===== src/rtl/shot_slot_scheduler_pkg.sv =====
// Shared types and default constants for the player-shot slot scheduler.
// BURST_LEN is only referenced when SHOT_BURST_EN is defined.
package shot_sched_pkg;

   typedef enum logic [1:0] {
      IDLE     = 2'd0,
      FIRE     = 2'd1,
      COOLDOWN = 2'd2
   } sched_state_t;

   localparam int unsigned DEF_SLOW_CD = 12;
   localparam int unsigned DEF_FAST_CD = 3;
   localparam int unsigned BURST_LEN   = 3;

endpackage


===== src/rtl/shot_slot_scheduler_lsb_free_encoder.sv =====
// Combinational finder for the lowest-index free (zero) bit of a busy mask.
module lsb_free_encoder #(
   parameter int unsigned N     = 8,
   parameter int unsigned IDX_W = (N > 1) ? $clog2(N) : 1
) (
   input  logic [N-1:0]     i_busy,
   output logic [IDX_W-1:0] o_idx,
   output logic             o_any_free
);

   // Scanning from the top down lets the lowest free bit win the final write.
   always_comb begin
      o_idx      = '0;
      o_any_free = 1'b0;
      for (int unsigned i = N; i > 0; i--) begin
         if (!i_busy[i-1]) begin
            o_idx      = IDX_W'(i - 1);
            o_any_free = 1'b1;
         end
      end
   end

endmodule


===== src/rtl/shot_slot_scheduler.sv =====
// Player-shot pool scheduler: fire gating, lowest-free slot allocation, frame cooldown.
// Define SHOT_BURST_EN to enable 3-shot bursts in rapid-fire mode.
module shot_slot_scheduler
   import shot_sched_pkg::*;
#(
   parameter int unsigned N_SLOTS = 8,
   parameter int unsigned SLOW_CD = DEF_SLOW_CD,
   parameter int unsigned FAST_CD = DEF_FAST_CD,
   parameter int unsigned CD_W    = 5
) (
   input  logic                         clk,
   input  logic                         resetN,
   input  logic                         startOfFrame,
   input  logic                         shoot,
   input  logic                         player_active,
   input  logic                         rapid_fire,
   input  logic [N_SLOTS-1:0]           slot_release,
   output logic [N_SLOTS-1:0]           deploy_shot,
   output logic [N_SLOTS-1:0]           slots_busy,
   output logic [$clog2(N_SLOTS+1)-1:0] shots_in_flight,
   output logic                         cooldown_active
);

   localparam int unsigned IDX_W = (N_SLOTS > 1) ? $clog2(N_SLOTS) : 1;
   localparam int unsigned CNT_W = $clog2(N_SLOTS + 1);
   localparam logic [N_SLOTS-1:0] ONE = {{(N_SLOTS-1){1'b0}}, 1'b1};

   sched_state_t       r_state, w_state_nxt;
   logic [IDX_W-1:0]   r_sel, w_sel_nxt;
   logic [CD_W-1:0]    r_cd, w_cd_nxt;
   logic [N_SLOTS-1:0] r_busy, w_busy_nxt;
   logic [N_SLOTS-1:0] r_deploy, w_deploy_nxt;
   logic [N_SLOTS-1:0] w_set;
   logic [CNT_W-1:0]   r_inflight, w_inflight_nxt;
   logic [IDX_W-1:0]   w_free_idx;
   logic               w_any_free;
`ifdef SHOT_BURST_EN
   localparam int unsigned BURST_W = 2;
   logic [BURST_W-1:0] r_burst, w_burst_nxt;
`endif

   lsb_free_encoder #(
      .N     (N_SLOTS),
      .IDX_W (IDX_W)
   ) u_enc (
      .i_busy     (r_busy),
      .o_idx      (w_free_idx),
      .o_any_free (w_any_free)
   );

   always_ff @(posedge clk) begin
      if (resetN) begin
         r_state    <= IDLE;
         r_sel      <= '0;
         r_cd       <= '0;
         r_busy     <= '0;
         r_deploy   <= '0;
         r_inflight <= '0;
`ifdef SHOT_BURST_EN
         r_burst    <= '0;
`endif
      end else begin
         r_state    <= w_state_nxt;
         r_sel      <= w_sel_nxt;
         r_cd       <= w_cd_nxt;
         r_busy     <= w_busy_nxt;
         r_deploy   <= w_deploy_nxt;
         r_inflight <= w_inflight_nxt;
`ifdef SHOT_BURST_EN
         r_burst    <= w_burst_nxt;
`endif
      end
   end

   always_comb begin
      w_state_nxt  = r_state;
      w_sel_nxt    = r_sel;
      w_cd_nxt     = r_cd;
      w_set        = '0;
      w_deploy_nxt = '0;
`ifdef SHOT_BURST_EN
      w_burst_nxt  = r_burst;
`endif
      case (r_state)
         IDLE: begin
            if (startOfFrame && shoot && player_active && w_any_free) begin
               w_state_nxt = FIRE;
               w_sel_nxt   = w_free_idx;
`ifdef SHOT_BURST_EN
               w_burst_nxt = rapid_fire ? BURST_W'(BURST_LEN - 1) : '0;
`endif
            end
         end
         FIRE: begin
            if (player_active) begin
               w_set        = ONE << r_sel;
               w_deploy_nxt = w_set;
               w_cd_nxt     = rapid_fire ? CD_W'(FAST_CD) : CD_W'(SLOW_CD);
               w_state_nxt  = COOLDOWN;
            end else begin
               w_state_nxt = IDLE;
`ifdef SHOT_BURST_EN
               w_burst_nxt = '0;
`endif
            end
         end
         COOLDOWN: begin
            if (!player_active) begin
               w_state_nxt = IDLE;
               w_cd_nxt    = '0;
`ifdef SHOT_BURST_EN
               w_burst_nxt = '0;
            end else if ((r_burst != '0) && startOfFrame && w_any_free) begin
               w_state_nxt = FIRE;
               w_sel_nxt   = w_free_idx;
               w_burst_nxt = r_burst - BURST_W'(1);
`endif
            end else if (startOfFrame) begin
               // A full pool mid-burst drops the remaining shots; that frame already counts toward the cooldown.
`ifdef SHOT_BURST_EN
               w_burst_nxt = '0;
`endif
               if (r_cd <= CD_W'(1)) begin
                  w_state_nxt = IDLE;
                  w_cd_nxt    = '0;
               end else begin
                  w_cd_nxt = r_cd - CD_W'(1);
               end
            end
         end
         default: begin
            w_state_nxt = IDLE;
            w_cd_nxt    = '0;
         end
      endcase
   end

   // Setting the allocated slot is applied after the release so the set wins on a collision.
   assign w_busy_nxt = (r_busy & ~slot_release) | w_set;

   always_comb begin
      w_inflight_nxt = '0;
      for (int unsigned i = 0; i < N_SLOTS; i++) begin
         w_inflight_nxt = w_inflight_nxt + CNT_W'(w_busy_nxt[i]);
      end
   end

   assign deploy_shot     = r_deploy;
   assign slots_busy      = r_busy;
   assign shots_in_flight = r_inflight;
   assign cooldown_active = (r_state == COOLDOWN);

endmodule


===== config.mk =====
export PLATFORM = sky130hd
export DESIGN_NAME = shot_slot_scheduler
export DESIGN_NICKNAME = d
export VERILOG_FILES = /design/src/rtl/shot_slot_scheduler_pkg.sv /design/src/rtl/shot_slot_scheduler_lsb_free_encoder.sv /design/src/rtl/shot_slot_scheduler.sv
export SDC_FILE = /design/constraint.sdc
export NUM_CORES = 1
export LEC_CHECK = 0
export ABC_CLOCK_PERIOD_IN_PS = 5600
export CAP_MARGIN = 40
export CORE_ASPECT_RATIO = 1.4
export CORE_MARGIN = 3
export CORE_UTILIZATION = 45
export DETAILED_ROUTE_END_ITERATION = 6
export PLACE_DENSITY = 0.74
export RECOVER_POWER = 50
export SYNTH_ARGS = -nofsm -noshare
export SYNTH_HDL_FRONTEND = slang
export SYNTH_SLANG_ARGS = --single-unit

===== constraint.sdc =====
create_clock -name clk -period 5.6 [get_ports clk]
set_input_delay 1.12 -clock clk [delete_from_list [all_inputs] [get_ports clk]]
set_output_delay 1.12 -clock clk [all_outputs]
set_load 0.01 [all_outputs]

==> results.py, run 1 <==
metrics = {
    "outcome": {
        "status": "finished, final reports clean",
    },
    "critical_path": {
        "crit_path_start_kind": "primary input",
        "critPathMaxFanout": 7,
        "crit_path_frequent_cell": "fa_1",
        "max_stage_delay_ps": 680,
        "path_class": "primary input to flop",
        "cp.arrival_ps": 4820,
        "worstPathRequired_ps": 5740,
        "reg2regPathDepth": 15,
        "crit_chain": "dlygate4sd3_1 > nand2_1 > or3_4 > o22ai_2 > fa_1 > fa_1 > inv_1 > fa_1 > inv_1 > ha_1 > inv_1 > fa_1 > xor2_1 > nor2_1",
        "timing.rr.end": "shots_in_flight[2]",
        "cpMaxStageDelayCell": "dlygate4sd3_1",
        "reg2reg_from": "r_state[1]",
        "rrSetupSlack_ps": 1790,
        "end_kind": "flop",
    },
    "clock_network": {
        "cts_root_buf": "clkbuf_8",
        "numCtsBuffers": 5,
        "clock-sinks": 30,
        "cts_resized": 0,
        "cts_tree": "built",
        "post_cts_buffers": 0,
        "cts_buffer_depth": 2,
        "path_clk_slew_ps": 60,
        "holdBufCountCts": 0,
        "h-tree-depth": 2,
        "clock_latency_ps": 290,
    },
    "placed_design": {
        "post_dp_cell_area_um2": 1820,
        "dp_hpwl_um": 2520,
        "place.gp.congestion": 0.800,
        "io_buffers": 34,
    },
    "routing": {
        "finalWirelength_um": 3110,
        "dr_total_vias": 1237,
        "postRouteAntennaNets": 0,
        "routedWlPerCell_um": 13.1,
        "drc_errors": 0,
        "drt_iter0_drc": 27,
        "vias_per_cell": 5.22,
        "drtPass1Iterations": 4,
    },
    "sta": {
        "finalSetupViolCount": 0,
        "rsz0062_at_grt": "false",
        "worst_pin_slew_ps": 994,
        "maxSlewViolCount": 0,
        "final_hold_viol_count": 0,
        "fmax_mhz": 213,
        "setup_tns_ps": 0,
        "finalCritPeriodShare_pct": 83.6,
        "finalClockSkew_ps": 7.98,
        "fin_crit_ps": 4680,
        "slew_headroom_pct": 33.7,
    },
    "cells_and_area": {
        "layout_commonest_cell": "dfxtp_1",
        "area_growth_pct": 32.9,
        "fin_area_um2": 1900,
        "mostFrequentLayoutCells": "dfxtp_1 (30), inv_1 (20), clkdlybuf4s50_1 (19), nor2_1 (17), dlygate4sd3_1 (15)",
        "diodes": 0,
        "final_layout_size_suffix_gt1_share_pct": 6.50,
        "final_nets": 225,
    },
    "die": {
        "start_util_pct": 48.3,
        "ios": 35,
        "fp.coreArea_um2": 2960,
        "die_w_um": 53.7,
        "fp-row-count": 23,
        "die_area_um2": 3900,
        "die_h_um": 72.7,
    },
    "synth": {
        "ys_types": 34,
        "syn-num-nets": 187,
        "ys_warn_count": 0,
        "ys_ff_latch": 30,
        "netlist_instances": 161,
        "avgSynthCellArea_um2": 8.89,
        "synth-main-ff-cell": "dfxtp_1",
        "synth.area.top_cells": "dfxtp_1 (42%), ha_1 (7.0%), fa_1 (5.6%)",
        "async_flop_share_pct": 0,
        "synth_top_cell_by_area": "dfxtp_1",
        "ys_seq_area_share_pct": 42.0,
        "syn_area_um2": 1430,
        "synth_top_area_share_pct": 42.0,
        "synth_edf_count": 0,
    },
    "power_and_ir_drop": {
        "power_density_nw_per_um2": 244,
        "internal_power_w": 0.000344,
        "power_leakage_nw": 0.746,
        "max-vdd-ir-drop_mv": 0.163,
        "clkPwrFrac_pct": 39.3,
        "pwr-share-comb_pct": 13.0,
        "switchingPower_w": 0.000120,
        "netSwitchingFraction_pct": 25.9,
        "seqPwrFrac_pct": 47.7,
    },
    "grt": {
        "grt_max_degree": 25,
        "track_usage_pct": 19.0,
        "grt_pass1_wl_um": 5320,
        "grt_pass1_vias": 1228,
        "grt-ovfl-total": 0,
        "antenna_found_initial": 0,
    },
    "hold_path": {
        "whs_endpoint": "r_cd[4]",
        "hold_path_class": "flop to flop",
        "hold_path_depth": 2,
        "hold_start": "r_cd[4]",
    },
    "run": {
        "maxCapViolations": 0,
    },
}
==> cells by family (layout without fill, tap and decap cells) <==
| group | after synthesis | count (layout) | synth area share [%] |
|---|---|---|---|
| simple gates | 60 | 60 | 21.3 |
| compound gates | 31 | 31 | 15.2 |
| flops | 30 | 30 | 42.0 |
| buf+inv | 24 | 63 | 6.29 |
| fa+ha+maj | 12 | 12 | 12.6 |
| xor+xnor | 2 | 2 | 1.22 |
| mux | 2 | 2 | 1.40 |
==> state kept, by name, indices dropped and copies added, names as in the netlist <==
name	cells
deploy_shot	8
r_cd	5
r_sel	3
r_state	2
shots_in_flight	4
slots_busy	8
==> critical path, delay by kind of cell <==
| kind | cells | cell delay, ps |
|---|---|---|
| compound gates | 1 | 180 |
| fa+ha+maj | 5 | 1950 |
| simple gates | 3 | 550 |
| xor+xnor | 1 | 140 |
| buf+inv | 4 | 850 |
==> how the worst max path moves through the flow <==
stage               slack, ps  cells after the start            endpoint           from
floorplan                1580                     13  shots_in_flight[2]  player_active
global placement          800                     14  shots_in_flight[2]  player_active
detailed placement        730                     14  shots_in_flight[2]  player_active
CTS                      1010                     14  shots_in_flight[2]  player_active
global route              740                     14  shots_in_flight[2]  player_active
finish                    920                     14  shots_in_flight[2]  player_active
==> area by class of cell <==
class / count / area (um2)
Clock buffer: 6 / 82.6
Clock inverter: 2 / 12.5
Fill cell: 261 / 1060
Inverter: 20 / 75.1
Multi-Input combinational cell: 107 / 741
Sequential cell: 30 / 601
Tap cell: 37 / 46.3
Timing Repair Buffer: 35 / 344
==> stage by stage <==
stage | cells | utilization, % | power [W] | hold WS [ps] | setup WS, ps
floorplan | 161 | - | 0.000264 | 467 | 1580
global placement | 228 | 60.8 | 0.000286 | 486 | 804
detailed placement | 229 | 61.3 | 0.000289 | 495 | 727
CTS | 237 | 64.5 | 0.000470 | 505 | 1010
global route | 237 | 64.2 | 0.000483 | 526 | 742
finish | 237 | 64.2 | 0.000465 | 505 | 916
==> power by group through the flow <==
stage          sequential (W)  clock [W]  combinational, W
3_3_place_gp         0.000226          0         0.0000597
2_1_floorplan        0.000227          0         0.0000378
6_report             0.000222   0.000182         0.0000606
4_1_cts              0.000222   0.000185         0.0000630
3_5_place_dp         0.000226          0         0.0000627
5_1_grt              0.000222   0.000193         0.0000680
==> Yosys cell counts (2+ instances only) <==
cell      instances
a21oi_1           8
a31oi_1           4
clkbuf_1          4
dfxtp_1          30
fa_1              4
ha_1              8
inv_1            20
mux2i_1           2
nand2_1          11
nand2b_1          3
nand3_1           3
nand3b_1          2
nand4_1           3
nor2_1           17
nor2b_1           8
nor3_1            8
o21ai_0           2
o21bai_1          2
o22ai_1           5
o22ai_2           2
xor2_1            2
==> per-layer routing <==
layer	vias up	routed length, um	global-route usage, %
met5	-	0	0
met4	0	110	12.5
met3	9	185	4.70
met2	40	1660	32.5
met1	568	1160	19.6
li1	620	-	-
Note: power is estimated with default switching activity, not from simulation.
==> inputs of run 2 (changes only) <==
--- a/config.mk
+++ b/config.mk
@@ -5,7 +5,7 @@
 export SDC_FILE = /design/constraint.sdc
 export NUM_CORES = 1
 export LEC_CHECK = 0
-export ABC_CLOCK_PERIOD_IN_PS = 5600
+export ABC_CLOCK_PERIOD_IN_PS = 4720
 export CAP_MARGIN = 40
 export CORE_ASPECT_RATIO = 1.4
 export CORE_MARGIN = 3
==> constraint.sdc (replaced) <==
create_clock -name clk -period 4.72 [get_ports clk]
set_input_delay 0.944 -clock clk [delete_from_list [all_inputs] [get_ports clk]]
set_output_delay 0.944 -clock clk [all_outputs]
set_load 0.01 [all_outputs]
==> results.py, run 2 (synthesis gave the netlist of run 1 again) <==
metrics = {
    "run": {
        "maxCapViolations": 0,
    },
    "power_and_ir_drop": {
        "power_leakage_nw": 0.736,
        "max-vdd-ir-drop_mv": 0.218,
        "power_density_nw_per_um2": 286,
        "power_w": 0.000542,
    },
    "die": {
        "start_util_pct": 48.3,
        "fp-row-count": 23,
        "die_w_um": 53.7,
        "die_area_um2": 3900,
        "fp.coreArea_um2": 2960,
        "die_h_um": 72.7,
        "ios": 35,
    },
    "sta": {
        "finalSetupViolCount": 0,
        "setup_tns_ps": 0,
        "maxSlewViolCount": 0,
        "fin_crit_ps": 4360,
        "rsz0062_at_grt": "false",
        "finalCritPeriodShare_pct": 92.4,
        "fmax_mhz": 229,
        "finalClockSkew_ps": 6.89,
        "slew_headroom_pct": 29.6,
        "worst_pin_slew_ps": 1060,
        "final_hold_viol_count": 0,
    },
    "grt": {
        "antenna_found_initial": 0,
        "grt-ovfl-total": 0,
        "track_usage_pct": 18.3,
        "grt_max_degree": 27,
        "grt_pass1_vias": 1223,
        "grt_pass1_wl_um": 5280,
    },
    "cells_and_area": {
        "fillCellCount": 247,
        "mostFrequentLayoutCells": "dfxtp_1 (30), clkdlybuf4s50_1 (22), inv_1 (20), nor2_1 (17), dlygate4sd3_1 (12)",
        "area_growth_pct": 32.5,
        "final_nets": 226,
        "layout_commonest_cell": "dfxtp_1",
        "diodes": 0,
        "final_layout_size_suffix_gt1_share_pct": 5.47,
    },
    "clock_network": {
        "cts_tree": "built",
        "cts_resized": 0,
        "cts_root_buf": "clkbuf_8",
        "clock-sinks": 30,
        "holdBufCountCts": 0,
        "numCtsBuffers": 5,
        "path_clk_slew_ps": 60,
        "post_cts_buffers": 0,
        "cts_buffer_depth": 2,
        "clock_latency_ps": 280,
        "h-tree-depth": 2,
    },
    "critical_path": {
        "critPathMaxFanout": 4,
        "cp.arrival_ps": 4480,
        "path_class": "primary input to flop",
        "worstPathRequired_ps": 4840,
        "crit_path_start_kind": "primary input",
        "end_kind": "flop",
        "rrSetupSlack_ps": 870,
    },
    "placed_design": {
        "io_buffers": 34,
        "dp_hpwl_um": 2550,
        "place.gp.congestion": 0.831,
    },
    "routing": {
        "drc_errors": 0,
        "drtPass1Iterations": 4,
        "finalWirelength_um": 3190,
        "vias_per_cell": 5.39,
        "postRouteAntennaNets": 0,
        "drt_iter0_drc": 30,
        "routedWlPerCell_um": 13.4,
        "dr_total_vias": 1282,
    },
    "outcome": {
        "status": "finished, final reports clean",
    },
    "hold_path": {
        "hold_path_class": "flop to flop",
    },
}
[run 2: cell count changes in the layout (fill, tap and decap cells not counted), sizes merged]
cell	change
clkbuf	+2
clkdlybuf4s50	+3
dlygate4sd3	-3
clkinvlp	-1
[run 2: cell type report]
| cell class | instances | area [um2] | share of cell area, % |
|---|---|---|---|
| multi-input cells | 107 | 736 | 38.8 |
| flip-flops and latches | 30 | 601 | 31.7 |
| repair buffers | 36 | 348 | 18.3 |
| clock buffers | 7 | 86.3 | 4.55 |
| inverters | 20 | 75.1 | 3.96 |
| well taps | 37 | 46.3 | 2.44 |
| clock inverters | 1 | 5.00 | 0.264 |
[run 2: final timing paths]
check | depth (start not counted) | to | start
max | 14 | shots_in_flight[2] | player_active
min | 2 | r_cd[4] | r_cd[4]
max reg2reg | 15 | shots_in_flight[2] | r_state[1]
min reg2reg | 2 | r_cd[4] | r_cd[4]
[run 2: where the power goes]
part | total (W) | switching, W | internal (W)
Combinational | 0.0000724 | 0.0000398 | 0.0000326
Clock | 0.000207 | 0.0000896 | 0.000117
Sequential | 0.000263 | 0.00000424 | 0.000259
[run 2: through the flow]
step	hold WS, ps	instances	setup slack, ps	utilization, %	instance area [um2]
floorplan	467	161	877	-	1430
global placement	485	229	252	61.1	1810
detailed placement	492	230	228	61.6	1830
CTS	517	238	511	64.7	1920
global route	541	238	201	64.0	1900
finish	510	238	358	64.0	1900
[run 2: critical path: stages]
cell,delay (ps)
dlygate4sd3_1,540
nand2_1,80
or3_1,400
o22ai_2,200
fa_1,470
fa_1,520
inv_1,50
fa_1,430
inv_1,70
ha_1,160
inv_1,50
fa_1,360
xor2_1,140
nor2_1,50
[run 2: metal layers]
layer | vias up | routed length, um | GRT usage, %
met1 | 605 | 1200 | 19.2
li1 | 623 | - | -
met3 | 8 | 181 | 5.52
met2 | 46 | 1740 | 32.7
met5 | - | 0 | 0
met4 | 0 | 73 | 6.82
